--- src/rtl/apu_reg_loader.sv ---
// apu_reg_loader: serial loader for the eight 8-bit APU control registers.
// Oversamples a two-wire link (sck, sdi) in the clk domain, assembles
// 11-bit frames {addr[2:0], data[7:0]} MSB first, and writes the addressed
// register. A partial frame is dropped if sck stops rising for TIMEOUT cycles.
module apu_reg_loader #(
   parameter int TIMEOUT = 255
) (
   input  logic       clk,
   input  logic       rst_n,
   input  logic       sck,
   input  logic       sdi,
   output logic [7:0] apu_reg_0,
   output logic [7:0] apu_reg_1,
   output logic [7:0] apu_reg_2,
   output logic [7:0] apu_reg_3,
   output logic [7:0] apu_reg_4,
   output logic [7:0] apu_reg_5,
   output logic [7:0] apu_reg_6,
   output logic [7:0] apu_reg_7,
   output logic       wr_stb,
   output logic [2:0] wr_addr,
   output logic       frame_err
);

   localparam int              IW        = $clog2(TIMEOUT + 1);
   localparam logic [IW-1:0]   IDLE_LAST = IW'(TIMEOUT - 1);
   localparam logic [3:0]      LAST_BIT  = 4'd10;

   // Synchronizer and edge-detect flops
   logic sck_s1, sck_s2, sck_d;
   logic sdi_s1, sdi_s2;

   // Frame assembly state; bit_cnt == 0 is IDLE, 1..10 is SHIFT
   logic [9:0]    shreg;
   logic [3:0]    bit_cnt;
   logic [IW-1:0] idle_cnt;

   logic [7:0]  regs [8];
   logic        rise;
   logic [10:0] frame;

   assign rise  = sck_s2 & ~sck_d;
   assign frame = {shreg, sdi_s2};

   assign apu_reg_0 = regs[0];
   assign apu_reg_1 = regs[1];
   assign apu_reg_2 = regs[2];
   assign apu_reg_3 = regs[3];
   assign apu_reg_4 = regs[4];
   assign apu_reg_5 = regs[5];
   assign apu_reg_6 = regs[6];
   assign apu_reg_7 = regs[7];

   // Bring sck/sdi into the clk domain and keep the previous sck for edge detection
   always_ff @(posedge clk or negedge rst_n) begin
      if (!rst_n) begin
         sck_s1 <= 1'b0;
         sck_s2 <= 1'b0;
         sck_d  <= 1'b0;
         sdi_s1 <= 1'b0;
         sdi_s2 <= 1'b0;
      end else begin
         // NOTE: non-blocking assignments let each flop sample the previous stage's old value, forming a real pipeline.
         sck_s1 <= sck;
         sck_s2 <= sck_s1;
         sck_d  <= sck_s2;
         sdi_s1 <= sdi;
         sdi_s2 <= sdi_s1;
      end
   end

   // Shift in bits on each sck rise, commit on the 11th, drop partial frames on idle timeout
   always_ff @(posedge clk or negedge rst_n) begin
      if (!rst_n) begin
         shreg     <= '0;
         bit_cnt   <= '0;
         idle_cnt  <= '0;
         wr_stb    <= 1'b0;
         wr_addr   <= '0;
         frame_err <= 1'b0;
         // NOTE: the bank is only 64 flops and must read 0x00 right after reset, so it is reset like any other state.
         for (int i = 0; i < 8; i++) regs[i] <= '0;
      end else begin
         wr_stb    <= 1'b0;
         frame_err <= 1'b0;
         if (rise) begin
            // A rise always wins over a coincident timeout
            shreg    <= {shreg[8:0], sdi_s2};
            idle_cnt <= '0;
            if (bit_cnt == LAST_BIT) begin
               regs[frame[10:8]] <= frame[7:0];
               wr_addr           <= frame[10:8];
               wr_stb            <= 1'b1;
               bit_cnt           <= '0;
            end else begin
               bit_cnt <= bit_cnt + 4'd1;
            end
         end else if (bit_cnt != '0) begin
            if (idle_cnt == IDLE_LAST) begin
               bit_cnt   <= '0;
               idle_cnt  <= '0;
               frame_err <= 1'b1;
            end else begin
               idle_cnt <= idle_cnt + 1'b1;
            end
         end else begin
            idle_cnt <= '0;
         end
      end
   end

endmodule

--- config.mk ---
export PLATFORM = sky130hd
export DESIGN_NAME = apu_reg_loader
export DESIGN_NICKNAME = d
export VERILOG_FILES = /design/src/rtl/apu_reg_loader.sv
export SDC_FILE = /design/constraint.sdc
export NUM_CORES = 1
export LEC_CHECK = 0
export BUFFER_PORTS_ARGS = -buffer_cell sky130_fd_sc_hd__clkbuf_2
export CELL_PAD_IN_SITES_DETAIL_PLACEMENT = 1
export CELL_PAD_IN_SITES_GLOBAL_PLACEMENT = 2
export CORE_MARGIN = 3
export CORE_UTILIZATION = 31
export CTS_BUF_LIST = sky130_fd_sc_hd__clkbuf_16
export CTS_CLUSTER_SIZE = 8
export DETAILED_ROUTE_END_ITERATION = 10
export PLACE_DENSITY = 0.69
export SKIP_LAST_GASP = 1
export SYNTH_ARGS = -nofsm -noshare
export SYNTH_HDL_FRONTEND = slang
export SYNTH_SLANG_ARGS = --single-unit
--- constraint.sdc ---
create_clock -name clk -period 2.2 [get_ports clk]
set_input_delay 0.11 -clock clk [delete_from_list [all_inputs] [get_ports clk]]
set_output_delay 0.11 -clock clk [all_outputs]
set_load 0.02 [all_outputs]
Word-level counts from Yosys, hierarchy flattened
Index checks and enable logic that the tools add are counted.
{"block": "classes", "addsub": 2, "n_mul": 0, "div": 0, "order_cmp": 2, "eq_ne": 2, "shifts": 0, "n_mux": 15, "bitwise": 3, "n_reduce_logical": 6}
{"operator": "64-bit bitwise mux", "count": 1}
{"operator": "8-bit 2-to-1 mux", "count": 4}
{"operator": "8-bit demux with 3-bit select", "count": 1}
{"operator": "4-bit 2-to-1 mux", "count": 4}
{"operator": "8-bit by 1-bit adder with 8-bit output (second input constant)", "count": 1}
{"operator": "8-bit == test (second input constant)", "count": 1}
{"operator": "1-bit 2-to-1 mux", "count": 5}
{"operator": "4-bit by 1-bit adder with 4-bit output (second input constant)", "count": 1}
{"operator": "4-bit == test (second input constant)", "count": 1}
{"operator": "4-bit greater-or-equal comparator (second input constant)", "count": 1}
{"operator": "4-bit by 1-bit less-than comparator with 1-bit output (second input constant)", "count": 1}
{"operator": "3-bit NOT with 4-bit output", "count": 1}
{"operator": "2-bit AND reduction", "count": 2}
{"operator": "2-bit nonzero test", "count": 2}
{"operator": "4-bit nonzero test", "count": 1}
{"operator": "1-bit bitwise AND", "count": 1}
{"operator": "1-bit logical AND", "count": 1}
{"operator": "1-bit NOT", "count": 1}
{"block": "word_totals", "ff_bits": 96, "latch_bits": 0, "ram_bits": 0, "romBits": 0, "in_bits": 4, "out_inout_bits": 69, "mem_count": 0}

Longest topological paths before layout
{"block": "logic_depth", "ltp_word": 6, "ltp_mapped": 7, "ltp_nobuf": 5}

Worst setup path before layout
Ideal clock, no wire load.
{"block": "synth_path", "path_kind": "register to register", "startpoint": "register bit_cnt[0]", "endpoint": "register regs, in the netlist apu_reg_2[0]", "arrival_ps": 1797, "slack_ps": 278, "stages_incl_launch_ff": 8, "path_buffers": 2, "path_cell_list": "dfrtp_1 -> inv_1 -> ha_1 -> nand3b_1 -> buf_6 -> or4_4 -> buf_6 -> mux2_4"}
{"block": "synth_between", "elab_chain_cells": 2}
{"element": "from (decl)", "line": "35", "rtl": "logic [3:0] bit_cnt;"}
{"element": "from (signal assigned)", "line": "96", "rtl": "bit_cnt <= bit_cnt + 4'd1;"}
{"element": "4-bit == test", "line": "90", "rtl": "if (bit_cnt == LAST_BIT) begin"}
{"element": "2-bit AND reduction (no source line)"}
{"element": "to (signal, indexed assignment)", "line": "91", "rtl": "regs[frame[10:8]] <= frame[7:0];"}
{"element": "to (decl)", "line": "38", "rtl": "logic [7:0] regs [8];"}
No other way between the ends.
A chain may end at the register's enable or synchronous reset.

Worst setup path in the final report
{"block": "layout_path", "startpoint": "register bit_cnt[0]", "endpoint": "register regs, in the netlist apu_reg_4[1]"}
Same word-level chain as after synthesis.

==> summary.md <==
| Metric | Value |
|---|---|
| Outcome | `finished, final reports clean` |
| First-pass GRT wire length | `14900 µm` |
| Chip height | `118 µm` |
| Worst r2r src | `bit_cnt[0]` |
| R2R cell count | `5` |
| Post-route ant nets | `0` |
| Detailed Route WL | `9000 µm` |
| Crit. Startpoint | `bit_cnt[0]` |
| Register bit total from synthesis | `96` |
| Worst Skew | `0.00982 ns` |
| Count of flip-flops with a built-in enable after synthesis | `0` |
| CP endpoint | `apu_reg_4[1]` |
| Rel. slew slack | `0.524` |
| Number of cell rows | `40` |
| Synth area leaders | `dfrtp_1, mux2_2, mux2_4` |
| Max Fclk | `505 MHz` |
| CP endpoint kind | `flip-flop` |
| Total grt overflow | `0` |
| Hold/Removal Path Class | `reg -> reg` |
| CP Data Arrival Time | `2.20 ns` |
| Fin crit share | `0.900` |
| Avg Cell Area, Syn | `14.1 µm²` |
| GRT Total Usage | `0.138` |
| Minimum clock period | `1.98 ns` |
| Drt drc | `0` |
| Layout area overhead | `22.6%` |
| YS warnings | `0` |
| CORE AREA | `0.0122 mm²` |
| Fill count | `1301` |
| Async SR Flop Fraction | `1.00` |
| Layout Nets | `369` |
| Leak | `2.51 nW` |
| # clock sinks | `96` |
| HPWL after detailed placement | `6320 µm` |
| TritonCTS Buffers | `9` |
| Area share of the largest cell type after synthesis | `0.616` |
| CTS tree | `yes` |
| Worst-margin pin slew | `0.714 ns` |
| H-tree depth | `3` |
| TNS Setup | `0 ns` |
| Yosys cell types | `35` |
| Layout cell share with drive strength beyond 1 | `0.470` |
| Starting Density | `0.321` |
| Synth area leader | `dfrtp_1` |
| DR vias/cell | `4.66` |
| Clock transition at the registers of the reported paths | `0.07 ns` |
| Router iterations before antenna repair | `4` |
| Count of final setup violators | `0` |
| Initial antenna violation count | `0` |
| Fin Hold WS | `0.348 ns` |
| Slew Limit Fails | `0` |
| Routed WL per cell | `16.9 µm` |
| Vias in the first global route | `2643` |
| Max clock buf depth | `2` |
| Start-to-end type of the worst setup path | `reg -> reg` |
| R2r setup slk | `0.22 ns` |
| Crit path required time | `2.42 ns` |
| Syn Inst Count | `276` |
| Pin count of the biggest net entering global routing | `56` |
| Max FFs per register | `10` |
| Tot Pwr | `4.10 mW` |
| VDD IR max | `0.415 mV` |
| Clk_lat worst skew | `0.35 ns` |
| Port bufs | `72` |
| Crit start category | `flip-flop` |
| RSZ-0062 raised after global routing | `no` |
| Power density over cell area | `856 mW/mm²` |
| Final Hold Violating Endpoints | `0` |
| RR Endpoint | `apu_reg_4[1]` |
| Routability cong. | `0.733` |
| Die footprint | `0.0140 mm²` |
| Initial drt markers | `142` |
| Syn_nets | `285` |
| Antenna Cells | `0` |
| Die width | `118 µm` |
| Max cap viols | `0` |
| CP Max Fanout | `8` |
| Reg with most FFs | `shreg` |
| Sequential area share after synthesis | `0.616` |
| Via count | `2479` |
| Root Driver | `clkbuf_16` |
| Main flop type after synthesis | `dfrtp_1` |
| Post-synthesis cell area | `0.00390 mm²` |
| IO Pins | `73` |
==> cells in the mapped netlist (2+ instances only) <==
library cell and number:
or3_1 2, mux2_2 58, nor3_1 6, a21oi_1 4
nand4_1 4, xor2_1 2, buf_6 2, clkbuf_1 4
nor2_1 4, or4_1 2, nand3b_1 2, nand2_1 28
dfrtp_1 96, o211ai_1 2, inv_1 4, a211oi_1 2
ha_1 5, o31ai_1 3, nor4_4 4, nand3_1 9
nand2b_1 3, o21ai_0 4, buf_2 2, mux2_4 8
buf_4 6
==> critical path, cell delays in order (launching register included) <==
cell and delay, ns:
dfrtp_1 0.40, inv_1 0.12, ha_1 0.17, nand3b_1 0.12, or4_1 0.69, mux2_2 0.35
==> worst min path at each step <==
| stage | slack (ns) | to | depth (start not counted) | from |
|---|---|---|---|---|
| 6_report | 0.35 | sdi_s2 | 0 | sdi_s1 |
| 5_1_grt | 0.37 | sdi_s2 | 0 | sdi_s1 |
| 4_1_cts | 0.35 | sdi_s2 | 0 | sdi_s1 |
| 3_5_place_dp | 0.21 | apu_reg_2[1] | 1 | rst_n |
| 3_3_place_gp | 0.21 | apu_reg_2[4] | 1 | rst_n |
| 2_1_floorplan | -0.19 | apu_reg_0[0] | 0 | rst_n |
==> power breakdown <==
part	switching [mW]	internal, mW	leakage (nW)	total (mW)
logic	0.294	0.195	1.05	0.489
registers	0.208	1.90	1.31	2.11
clock network	0.640	0.860	0.141	1.50
total	1.14	2.96	2.51	4.10
==> stage by stage <==
| stage | instances | cell area [µm²] | setup WS [ns] | util |
|---|---|---|---|---|
| 3_5_place_dp | 514 | 4480 | 0.219 | 0.368 |
| 5_1_grt | 532 | 4790 | 0.0884 | 0.394 |
| 3_3_place_gp | 514 | 4480 | 0.287 | 0.368 |
| 6_report | 532 | 4790 | 0.220 | 0.394 |
| 2_1_floorplan | 276 | 3900 | 0.278 | - |
| 4_1_cts | 532 | 4790 | 0.203 | 0.394 |
==> cells by family after synthesis <==
family	share of synthesized area
buf+inv	0.0295
compound gates	0.0256
simple gates	0.105
mux	0.201
fa+ha+maj	0.0160
xor+xnor	0.00673
flops	0.616
==> placed cells by master (no fill, tap or decap), drive strengths merged, types with 2 or more instances in the layout <==
master,instances
a211oi,2
a21oi,4
buf,14
clkbuf,80
clkinv,2
dfrtp,96
dlygate4sd3,3
ha,5
inv,7
mux2,67
nand2,28
nand2b,3
nand3,9
nand3b,2
nand4,4
nor2,4
nor3,6
nor4,4
o211ai,2
o21ai,4
o31ai,3
or3,2
or4,3
xor2,2
==> metal layers <==
metal,GRT usage,vias to the layer above,routed length [µm]
met2,0.215,53,4290
li1,-,1133,-
met5,0,-,0
met4,0.0374,0,92
met3,0.0522,6,437
met1,0.181,1287,4180
==> area by class of cell <==
| type | count | area [µm²] | area share |
|---|---|---|---|
| multi-input cells | 160 | 1390 | 0.289 |
| inverters | 5 | 18.8 | 0.00392 |
| clock inverters | 6 | 53.8 | 0.0112 |
| flip-flops and latches | 96 | 2400 | 0.502 |
| repair buffers | 88 | 490 | 0.102 |
| well taps | 168 | 210 | 0.0439 |
| clock buffers | 9 | 225 | 0.0471 |
==> repair_timing <==
| action | CTS | global route |
|---|---|---|
| hold endpoints to repair | 53 | 0 |
| buffers inserted | 0 | 0 |
| resized for setup | 0 | 0 |
| endpoints found under the setup margin | 0 | 0 |
| hold buffers | 3 | 0 |
Power figures use the tool's default switching activity.
